**config.mk**
```make
export PLATFORM = sky130hd
export DESIGN_NAME = servo_angle_sequencer
export DESIGN_NICKNAME = d
export VERILOG_FILES = /design/src/rtl/servo_angle_sequencer.sv
export SDC_FILE = /design/constraint.sdc
export NUM_CORES = 1
export LEC_CHECK = 0
export ABC_AREA = 1
export CORE_MARGIN = 2
export CORE_UTILIZATION = 55
export CTS_CLUSTER_SIZE = 25
export DETAILED_ROUTE_END_ITERATION = 6
export GPL_ROUTABILITY_DRIVEN = 1
export PLACE_DENSITY = 0.81
export REMOVE_ABC_BUFFERS = 1
export SETUP_SLACK_MARGIN = 0.3
export SLEW_MARGIN = 5
export SYNTH_ARGS = -nofsm -noshare
export SYNTH_HDL_FRONTEND = slang
export SYNTH_SLANG_ARGS = --single-unit
```
**constraint.sdc**
```tcl
create_clock -name Clk_i -period 3.1 [get_ports Clk_i]
set_clock_uncertainty 0.2 [all_clocks]
set_input_delay 0.775 -clock Clk_i [delete_from_list [all_inputs] [get_ports Clk_i]]
set_output_delay 0.775 -clock Clk_i [all_outputs]
set_load 0.005 [all_outputs]
```
**src/rtl/servo_angle_sequencer.sv**
```systemverilog
// Servo angle command sequencer: queues angle commands in a small FIFO and holds
// each one on the PWM angle select for a fixed number of 20 ms frames.
module servo_angle_sequencer #(
    parameter int frame_clock_cycles_p = 1000000,
    parameter int dwell_frames_p       = 25,
    parameter int fifo_depth_p         = 4,
    parameter int release_on_empty_p   = 0,
    parameter int mux_sel_length_p     = 2
) (
    input  logic                            Clk_i,
    input  logic                            Reset_i,
    input  logic                            Cmd_valid_i,
    input  logic [mux_sel_length_p-1:0]     Cmd_angle_i,
    output logic                            Cmd_ready_o,
    input  logic                            Abort_i,
    output logic [mux_sel_length_p-1:0]     Sel_angle_o,
    output logic                            Busy_o,
    output logic [$clog2(fifo_depth_p):0]   Fifo_count_o
);

    localparam int ptr_w_c   = (fifo_depth_p > 1) ? $clog2(fifo_depth_p) : 1;
    localparam int cnt_w_c   = $clog2(fifo_depth_p) + 1;
    localparam int frame_w_c = (frame_clock_cycles_p > 1) ? $clog2(frame_clock_cycles_p) : 1;
    localparam int dwell_w_c = (dwell_frames_p > 1) ? $clog2(dwell_frames_p) : 1;

    localparam logic [frame_w_c-1:0] frame_last_c = frame_w_c'(frame_clock_cycles_p - 1);
    localparam logic [dwell_w_c-1:0] dwell_last_c = dwell_w_c'(dwell_frames_p - 1);
    localparam logic [ptr_w_c-1:0]   ptr_last_c   = ptr_w_c'(fifo_depth_p - 1);
    localparam logic [cnt_w_c-1:0]   depth_c      = cnt_w_c'(fifo_depth_p);

    typedef enum logic [0:0] {IDLE = 1'b0, DWELL = 1'b1} state_t;

    state_t                        state_r;
    logic [mux_sel_length_p-1:0]   fifo_mem_r [fifo_depth_p];
    logic [ptr_w_c-1:0]            wr_ptr_r;
    logic [ptr_w_c-1:0]            rd_ptr_r;
    logic [cnt_w_c-1:0]            count_r;
    logic [frame_w_c-1:0]          frame_cnt_r;
    logic [dwell_w_c-1:0]          dwell_cnt_r;
    logic [mux_sel_length_p-1:0]   sel_r;
    logic                          busy_r;
    logic                          ready_r;

    logic                          push_s;
    logic                          pop_s;
    logic                          frame_end_s;
    logic                          dwell_end_s;
    logic [cnt_w_c-1:0]            count_next_s;
    logic [mux_sel_length_p-1:0]   head_s;

    function automatic logic [ptr_w_c-1:0] next_ptr(input logic [ptr_w_c-1:0] ptr);
        return (ptr == ptr_last_c) ? {ptr_w_c{1'b0}} : ptr + ptr_w_c'(1);
    endfunction

    // Handshake, pop decision and next FIFO occupancy; abort overrides everything.
    always_comb begin
        push_s       = Cmd_valid_i & ready_r & ~Abort_i;
        frame_end_s  = (frame_cnt_r == frame_last_c);
        dwell_end_s  = (state_r == DWELL) && frame_end_s && (dwell_cnt_r == dwell_last_c);
        pop_s        = ~Abort_i && (count_r != {cnt_w_c{1'b0}}) &&
                       ((state_r == IDLE) || dwell_end_s);
        head_s       = fifo_mem_r[rd_ptr_r];
        if (Abort_i) begin
            count_next_s = {cnt_w_c{1'b0}};
        end else begin
            count_next_s = count_r + cnt_w_c'(push_s) - cnt_w_c'(pop_s);
        end
    end

    // Command storage; occupancy and pointers guard validity, so no reset is needed.
    always_ff @(posedge Clk_i) begin
        if (push_s) begin
            fifo_mem_r[wr_ptr_r] <= Cmd_angle_i;
        end
    end

    // Sequencer FSM with FIFO pointers, dwell timing and all registered outputs.
    always_ff @(posedge Clk_i or posedge Reset_i) begin
        if (Reset_i) begin
            state_r     <= IDLE;
            wr_ptr_r    <= {ptr_w_c{1'b0}};
            rd_ptr_r    <= {ptr_w_c{1'b0}};
            count_r     <= {cnt_w_c{1'b0}};
            frame_cnt_r <= {frame_w_c{1'b0}};
            dwell_cnt_r <= {dwell_w_c{1'b0}};
            sel_r       <= {mux_sel_length_p{1'b0}};
            busy_r      <= 1'b0;
            ready_r     <= 1'b0;
        end else if (Abort_i) begin
            state_r     <= IDLE;
            wr_ptr_r    <= {ptr_w_c{1'b0}};
            rd_ptr_r    <= {ptr_w_c{1'b0}};
            count_r     <= {cnt_w_c{1'b0}};
            frame_cnt_r <= {frame_w_c{1'b0}};
            dwell_cnt_r <= {dwell_w_c{1'b0}};
            sel_r       <= {mux_sel_length_p{1'b0}};
            busy_r      <= 1'b0;
            ready_r     <= 1'b1;
        end else begin
            count_r <= count_next_s;
            ready_r <= (count_next_s < depth_c);
            if (push_s) begin
                wr_ptr_r <= next_ptr(wr_ptr_r);
            end
            if (pop_s) begin
                rd_ptr_r <= next_ptr(rd_ptr_r);
            end
            case (state_r)
                IDLE: begin
                    if (pop_s) begin
                        sel_r       <= head_s;
                        frame_cnt_r <= {frame_w_c{1'b0}};
                        dwell_cnt_r <= {dwell_w_c{1'b0}};
                        state_r     <= DWELL;
                        busy_r      <= 1'b1;
                    end
                end
                DWELL: begin
                    if (dwell_end_s) begin
                        frame_cnt_r <= {frame_w_c{1'b0}};
                        dwell_cnt_r <= {dwell_w_c{1'b0}};
                        if (pop_s) begin
                            sel_r <= head_s;
                        end else begin
                            state_r <= IDLE;
                            busy_r  <= 1'b0;
                            if (release_on_empty_p != 0) begin
                                sel_r <= {mux_sel_length_p{1'b0}};
                            end
                        end
                    end else if (frame_end_s) begin
                        frame_cnt_r <= {frame_w_c{1'b0}};
                        dwell_cnt_r <= dwell_cnt_r + dwell_w_c'(1);
                    end else begin
                        frame_cnt_r <= frame_cnt_r + frame_w_c'(1);
                    end
                end
                default: begin
                    state_r <= IDLE;
                    busy_r  <= 1'b0;
                end
            endcase
        end
    end

    assign Cmd_ready_o  = ready_r;
    assign Sel_angle_o  = sel_r;
    assign Busy_o       = busy_r;
    assign Fifo_count_o = count_r;

endmodule

```
* Word level (Yosys, flattened, before mapping) *
Memory sizes are Yosys's and may differ from the RTL's.
Cells that the tools add are included.

cells by class
  bitwise gates (word level) = 4
  multipliers = 0
  shift-type cells = 0
  eq/ne operators = 8
  reductions and logical operators = 10
  magnitude comparators = 1
  multiplexer cells = 34
  add/subtract/negate cells = 6
  divide/modulo/power cells = 0

operator list
  operator                                            number
  2-to-1 mux 20 bit                                   4
  one-hot mux 20 bit (2 select lines)                 1
  adder 20 x 1 -> 20 bit (second input constant)      1
  == test 20 bit (second input constant)              1
  2-to-1 mux 5 bit                                    4
  2-to-1 mux 2 bit                                    9
  2-to-1 mux 1 bit                                    10
  one-hot mux 5 bit (2 select lines)                  1
  2-to-1 mux 3 bit                                    2
  != test 3 bit (second input constant)               2
  adder 5 x 1 -> 5 bit (second input constant)        1
  == test 5 bit (second input constant)               1
  adder 2 x 1 -> 2 bit (second input constant)        2
  == test 2 bit (second input constant)               2
  logical AND 1 bit                                   4
  != test 4 x 2 -> 1 bit (second input constant)      1
  one-hot mux 1 bit (2 select lines)                  2
  one-hot mux 2 bit (2 select lines)                  1
  nonzero test 2 bit                                  2
  adder 3 x 1 -> 3 bit                                1
  less-than comparator 3 bit (second input constant)  1
  != test 3 x 2 -> 1 bit (second input constant)      1
  AND reduction 3 bit                                 1
  nonzero test 3 bit                                  1
  5 further kinds                                     7

word-level totals
  bits in writable memories = 8
  bits in read-only memories = 0
  bits in registers = 37
  memories kept = 1
  latch bits = 0
  logic and storage cells = 73
  output and inout bits = 7
  bits of input ports = 6

memory list
  name        depth  width  rd ports  clocked after memory_dff  write ports  line  source
  fifo_mem_r  4      2      1         0                         1            34    logic [mux_sel_length_p-1:0] fifo_mem_r [fifo_depth_p];

* Longest topological paths before layout *
Gate-level depths: netlist (run 1).

  word-level depth = 9
  depth in mapped cells = 16
  depth with buffers taken out = 16

* Worst setup path after synthesis (run 1) *
Ideal clock, no wire load.

  kind = input-to-reg
  start = in Abort_i
  end = reg ready_r, in the netlist Cmd_ready_o
  data required time = 2.782 ns
  stages on the path = 11
  path slack = 0.582 ns
  data arrival time = 2.200 ns
  library setup time = 0.118 ns
  buffers on the path = 0
  cells stage by stage = nor2_1 -> nand4_4 -> nand2_4 -> xor2_2 -> ha_1 -> inv_1 -> fa_1 -> inv_1 -> nor2_1 -> nor2_1 -> inv_1

between the ends
  word-level cells in the longest chain between the ends = 7
  elaborated cells on any way between the ends = 9
  those cells by class = 2 x add/sub; 1 x order compare; 2 x mux; 2 x bitwise; 2 x reduce/logical

ends and longest elaborated chain
  what                                                              line    source
  start: declaration                                                15      input logic Abort_i,
  NOT 1 bit                                                         57, 60
  AND 1 bit / logical AND 1 bit (equally long branches)             57, 60
  adder 3 x 1 -> 3 bit / logical AND 1 bit (equally long branches)  66, 60
  subtractor 3 x 1 -> 3 bit                                         66      count_next_s = count_r + cnt_w_c'(push_s) - cnt_w_c'(pop_s);
  2-to-1 mux 3 bit                                                  63      if (Abort_i) begin
  less-than comparator 3 bit                                        101     ready_r <= (count_next_s < depth_c);
  2-to-1 mux 1 bit *                                                89      end else if (Abort_i) begin
  end signal: assignment                                            101
  end: declaration                                                  42      logic ready_r;

Mark *: on every way between the ends. The rest lies on a longest branch, timed or not.
A chain may end at the register's enable or synchronous reset.

* Worst setup path after layout (run 1) *
Ends and elaborated chain as after synthesis.

==> flow_summary_export.csv, run 1 <==
group,metric,value,unit
timing,hold-worst-slack,321.2,ps
detailed_routing,avgRoutedWirePerCell,12.95,µm
setup_path,critPathLaunchType,"input pin",
detailed_routing,vias_per_cell,5.425,
power,seqPwrFrac,45.8,%
die,fp.dieH,73.42,µm
setup_path,cp-startpoint,"Abort_i",
die,die-area,5390,µm²
timing,finalCritPeriodShare,84.25,%
placed_design,placed_cell_area,2839,µm²
clocking,tritoncts,"done",
timing,period_needed,2612,ps
finish,area_growth,11.61,%
finish,antenna_cells,0,
detailed_routing,wl_met3,304,µm
setup_path,end_kind,"flop",
finish,multiInputGateArea,1310,µm²
setup_path,r2r_setup_slack,590,ps
finish,final_area,2958,µm²
power,p_sw_share,36.88,%
finish,fin_util,63.04,%
clocking,clk_latency,310,ps
die,core,4692,µm²
synthesis,ys_ff_latch,45,
die,fp.dieW,73.42,µm
power,power.switching,0.0006022,W
synthesis,synth.top_cell.area_share,34.94,%
detailed_routing,m1WireLength,2399,µm
power,pwr_density_cell,552.0,nW/µm²
timing,max_slew_margin,61.39,%
clocking,cts.sinks,45,
synthesis,synth-edff-count,8,
global_routing,grt_start_max_net_pins,38,
setup_path,crit_fanout,3,
power,p_leak,1.290,nW
timing,drv_slew,0,
synthesis,synth_area,2650,µm²
synthesis,synthTopCellsByArea,"dfrtp_1, nand2_1, edfxtp_1",
setup_path,worstSetupPathType,"in -> reg",
clocking,cts_made_buffers,5,
synthesis,yosysWarningCount,0,
global_routing,grt.total_usage,22.21,%
synthesis,synthFlopType,"dfrtp_1",
synthesis,postSynthCellCount,330,
power,p_comb_share,30.9,%
setup_path,rr_startpoint,"frame_cnt_r[0]",
timing,worstMarginPinSlew,575.7,ps
timing,finalSetupViolCount,0,
global_routing,grt_pass1_wl,9170,µm
detailed_routing,drt-total-wl,5246,µm
hold_path,hp-class,"reg -> reg",
run_status,status,"finished clean",
die,start_util,56.48,%
placed_design,port-buffer-count,12,
detailed_routing,vias,2197,
synthesis,avgSynthCellArea,8.030,µm²
detailed_routing,wl_met2,2460,µm
timing,fmax,382.9,MHz
power,p_int,0.001031,W
setup_path,critPathArrivalTime,2620,ps
setup_path,r2r_cells,13,
global_routing,antenna_found_initial,0,
finish,n_fill_cell,389,
detailed_routing,post-route-drc-count,0,
clocking,cts.clk_slew.worst_paths,90,ps
setup_path,r2r_end,"Cmd_ready_o",
clocking,cts_hold_buf,0,
placed_design,gp_congestion,0.8843,
clocking,h-tree-depth,2,
detailed_routing,drt-initial-drc-count,182,
detailed_routing,drtPass1Iterations,4,
setup_path,endpoint,"Cmd_ready_o",
job,max_cap_viol_count,0,
synthesis,async_reset_ff_share,82.22,%
power,clkPwrFrac,23.3,%
finish,nets,366,
finish,final-seq-area,1166,µm²
clocking,cts.path.max_buffers,2,
clocking,cts-root-buf,"clkbuf_8",
detailed_routing,top_layer_used,"met4",
setup_path,worstPathRequired,3110,ps
synthesis,yosys.area.top_type,"dfrtp_1",
global_routing,grt_pass1_vias,2031,
placed_design,hpwl,3741,µm
finish,drive_above_1_share,14.81,%
die,rows,25,
timing,hold_violations,0,
synthesis,ys_types,33,
power,irDropWorstVdd,474.0,µV
detailed_routing,ant_nets,0,
timing,rsz0062_at_grt,"no",
die,io_pins,13,
power,p_total,0.001633,W
global_routing,grt_overflow,0,
synthesis,seq_area_frac_synth,44.00,%
## worst max-delay path, stage by stage
cell             delay [ps]
clkdlybuf4s50_1         470
nor2_4                  160
nand4_4                 140
nand2_4                 100
xor2_2                  140
ha_1                    150
inv_1                    50
fa_1                    350
inv_1                    80
nor2_1                   40
nor2_1                  120
inv_1                    50
## through the flow
stage / TNS [ps] / std cells / setup slack [ps]
2_1_floorplan: 0 / 327 / 581.7
3_3_place_gp: 0 / 396 / 39.49
3_5_place_dp: -29.08 / 396 / -29.08
4_1_cts: 0 / 404 / 305.8
5_1_grt: 0 / 405 / 291.6
6_report: 0 / 405 / 488.4
## power groups by stage
| stage | Clock, W | Sequential, W | Combinational [W] |
|---|---|---|---|
| after floorplan | 0 | 0.000748 | 0.000329 |
| after global placement | 0 | 0.000755 | 0.000481 |
| after detailed placement | 0 | 0.000757 | 0.000486 |
| after CTS | 0.000382 | 0.000746 | 0.000491 |
| after global routing | 0.000405 | 0.000757 | 0.000584 |
| final | 0.000380 | 0.000748 | 0.000505 |
## worst min-delay path by stage
stage,to,slack [ps],cells after the start,start
detailed placement,Busy_o,280,2,Busy_o
global route,Sel_angle_o[0],340,2,Sel_angle_o[0]
CTS,Busy_o,300,2,Busy_o
global placement,Busy_o,280,2,Busy_o
finish,Sel_angle_o[1],320,2,Sel_angle_o[1]
floorplan,Busy_o,260,2,Busy_o
## placed cells by master, fill, tap and decap left out, types with 2 or more instances in the layout
cell type,Yosys,layout
o21ai_1,15,15
nand2_4,2,2
a21oi_1,19,19
nand4_1,9,9
nor3_2,4,4
inv_2,8,8
buf_4,0,4
nand2_2,6,6
nand3_2,4,4
nor2_4,2,4
clkbuf_8,0,5
o21ai_0,7,7
edfxtp_1,8,8
ha_1,9,8
nand3_1,15,15
nand2_1,87,87
clkinv_4,0,2
a32oi_1,2,2
nor3_1,2,2
nor2_1,34,31
dfrtp_1,37,37
xor2_1,4,4
nor2_2,5,6
inv_1,38,38
clkdlybuf4s50_1,0,12
## Yosys cell counts, types with 4 or more instances
library cell and n:
nor2_2 5, nor2_1 34, nor3_2 4, nand2_1 87, edfxtp_1 8, o21ai_0 7, inv_2 8, ha_1 9
nand3_1 15, a21oi_1 19, nand4_1 9, nand2_2 6, xor2_1 4, dfrtp_1 37, inv_1 38, o21ai_1 15
nand3_2 4
## layout make-up
class	count	area share, %
clock buffer	5	2.327
clock inverter	3	0.7614
inverter	46	5.838
multi-input combinational	236	44.29
sequential	45	39.42
tap	54	2.284
timing repair buffer	16	5.076
## layer usage
| metal | GRT usage, % | vias up |
|---|---|---|
| met1 | 29.55 | 1018 |
| met2 | 35.74 | 63 |
| met3 | 4.938 | 7 |
| met5 | 0 | - |
| li1 | - | 1109 |
| met4 | 8.081 | 0 |
## state kept, by name, summed over array words and instances, names as in the netlist
| name | cells |
|---|---|
| frame_cnt_r | 20 |
| fifo_mem_r | 8 |
| dwell_cnt_r | 5 |
| Fifo_count_o | 3 |
| Sel_angle_o | 2 |
| rd_ptr_r | 2 |
| wr_ptr_r | 2 |
| Busy_o | 1 |
| Cmd_ready_o | 1 |
| state_r | 1 |
## logic make-up after synthesis
| family | Yosys count | share of synthesized area (%) |
|---|---|---|
| AO/OA/AOI/OAI | 47 | 9.632 |
| XOR/XNOR | 5 | 1.936 |
| adder cells (fa/ha/maj) | 10 | 5.005 |
| buffers and inverters | 49 | 7.318 |
| flip-flops | 45 | 44.00 |
| AND/OR/NAND/NOR | 174 | 32.11 |
## what timing repair did
action / 4_1_cts / 5_1_grt
buffers inserted: 0 / 1
endpoints found under the setup margin: 0 / 2
endpoints found under the hold margin: 0 / 0
resized for setup: 0 / 6
Power figures use the tool's default switching activity.
==> run 2, diff against run 1 <==
clock period = 2.44 ns   (was 3.1 ns; I/O delays follow)
==> run 2 against run 1 <==
Compared with the run above:
- final area grew 11%
- core utilization grew 7.2 points
- count of clock-buffer cells in the layout is the same
- final cell count grew 9.1%
- flip-flop and latch count is the same
- power grew 47%
- highest routed layer unchanged
==> flow_summary_export.csv, run 2 (same netlist as run 1, synthesis figures left out) <==
group,metric,value,unit
setup_path,path_buf_inv,4,
setup_path,cp_slowest_cell,"dfrtp_1",
finish,regMostFlops,"frame_cnt_r",
clocking,cts.path.max_buffers,2,
setup_path,worstPathRequired,2450,ps
detailed_routing,post-route-drc-count,0,
global_routing,grt_overflow,0,
global_routing,grt.total_usage,26.37,%
detailed_routing,drt-total-wl,6520,µm
job,max_cap_viol_count,0,
die,die-area,5390,µm²
setup_path,end_kind,"flop",
power,irDropWorstVdd,548.8,µV
timing,finalCritPeriodShare,96.63,%
setup_path,crit_fanout,3,
detailed_routing,vias_per_cell,5.548,
setup_path,slowest_delay,410,ps
clocking,cts.sinks,45,
die,rows,25,
timing,drv_slew,0,
global_routing,grt_start_max_net_pins,38,
detailed_routing,avgRoutedWirePerCell,14.75,µm
detailed_routing,drtPass1Iterations,5,
finish,drive_above_1_share,26.03,%
detailed_routing,drt-initial-drc-count,237,
setup_path,critPathArrivalTime,2370,ps
die,fp.dieH,73.42,µm
finish,reg.largest.list,"frame_cnt_r (20), fifo_mem_r (8), dwell_cnt_r (5)",
hold_path,hp-class,"reg -> reg",
timing,hold_violations,0,
finish,most-common-layout-cells,"nand2_1, buf_4, dfrtp_1, inv_1, nor2_1",
global_routing,grt_pass1_vias,2424,
die,core,4692,µm²
setup_path,crit_family,"simple AND/OR/NAND/NOR gates",
finish,nets,403,
placed_design,port-buffer-count,12,
timing,fmax,424.1,MHz
finish,layout_commonest_cell,"nand2_1",
placed_design,gp_congestion,0.9051,
finish,antenna_cells,0,
clocking,tritoncts,"done",
global_routing,grt_pass1_wl,10820,µm
timing,finalSetupViolCount,0,
setup_path,worstSetupPathType,"reg -> reg",
die,io_pins,13,
global_routing,antenna_found_initial,0,
finish,largest_reg_flops,20,
detailed_routing,ant_nets,0,
setup_path,critPathLaunchType,"flop",
timing,rsz0062_at_grt,"yes",
clocking,cts_hold_buf,0,
die,fp.dieW,73.42,µm
timing,worstMarginPinSlew,493.3,ps
clocking,clk_latency,300,ps
clocking,cts_made_buffers,5,
clocking,cts.clk_slew.worst_paths,90,ps
power,p_leak,1.501,nW
placed_design,hpwl,4279,µm
finish,area_growth,24.36,%
power,pwr_density_cell,726.9,nW/µm²
setup_path,crit_chain,"or2_4 -> nor2_4 -> nor2_1 -> buf_4 -> nand4_4 -> nand2_4 -> xor2_2 -> ha_2 -> inv_2 -> fa_2 -> inv_2 -> nor2_2 -> nor2_4 -> inv_1",
timing,max_slew_margin,67.12,%
timing,period_needed,2358,ps
timing,fin_setup_tns,0,ps
clocking,h-tree-depth,2,
finish,fin_util,70.24,%
clocking,cts-root-buf,"clkbuf_8",
run_status,status,"finished clean",
detailed_routing,vias,2452,
die,start_util,56.48,%
==> run 2: power by group <==
group | internal (W) | switching [W]
logic | 0.000392 | 0.000489
registers | 0.000860 | 0.0000828
clock network | 0.000306 | 0.000266
total | 0.00156 | 0.000838
==> run 2: final timing paths <==
check | startpoint | endpoint | slack (ps) | cells after the start
setup / recovery | Fifo_count_o[2] | Cmd_ready_o | 80 | 14
hold / removal | Busy_o | Busy_o | 290 | 2
setup reg to reg | Fifo_count_o[2] | Cmd_ready_o | 80 | 14
hold reg to reg | Busy_o | Busy_o | 290 | 2
max in group asynchronous | Reset_i | Fifo_count_o[0] | 1160 | 3
min in group asynchronous | Reset_i | frame_cnt_r[4] | 520 | 3
==> run 2: metal layers <==
| metal | GRT usage [%] | up-vias | part of all wire (%) |
|---|---|---|---|
| li1 | - | 1177 | - |
| met1 | 32.36 | 1150 | 42 |
| met2 | 43.04 | 94 | 49 |
| met3 | 5.761 | 31 | 5.6 |
| met4 | 14.75 | 0 | 3.6 |
| met5 | 0 | - | 0 |
==> run 2: stage by stage <==
step	total power, W	setup slack [ps]	hold WS, ps	area (µm²)	std cells
floorplan	0.001367	37.00	264.2	2629	327
CTS	0.002355	87.16	291.1	3272	442
global route	0.002549	-45.20	360.3	3296	442
global placement	0.001676	-309.3	278.4	3042	423
finish	0.002396	82.23	293.8	3296	442
detailed placement	0.001704	-410.0	269.1	3042	423
==> run 2: cell type report <==
cell class | instances | area, µm²
fill | 340 | 1396
tap | 54 | 67.56
clock buffer | 5 | 68.82
multi-input combinational | 236 | 1344
sequential | 45 | 1167
timing repair buffer | 53 | 429.2
inverter | 46 | 172.7
clock inverter | 3 | 46.29
==> run 2: tightest hold or removal path, stage by stage, from the launching register on <==
cell,delay (ps)
dfrtp_1,360
nand2_1,60
nand2_1,50
==> run 2: repair_timing <==
| action | CTS | global route |
|---|---|---|
| pin swaps | 10 | 5 |
| gates resized for setup | 14 | 8 |
| setup buffers | 11 | 0 |
| hold endpoints to repair | 0 | 0 |
| setup endpoints to repair | 3 | 5 |
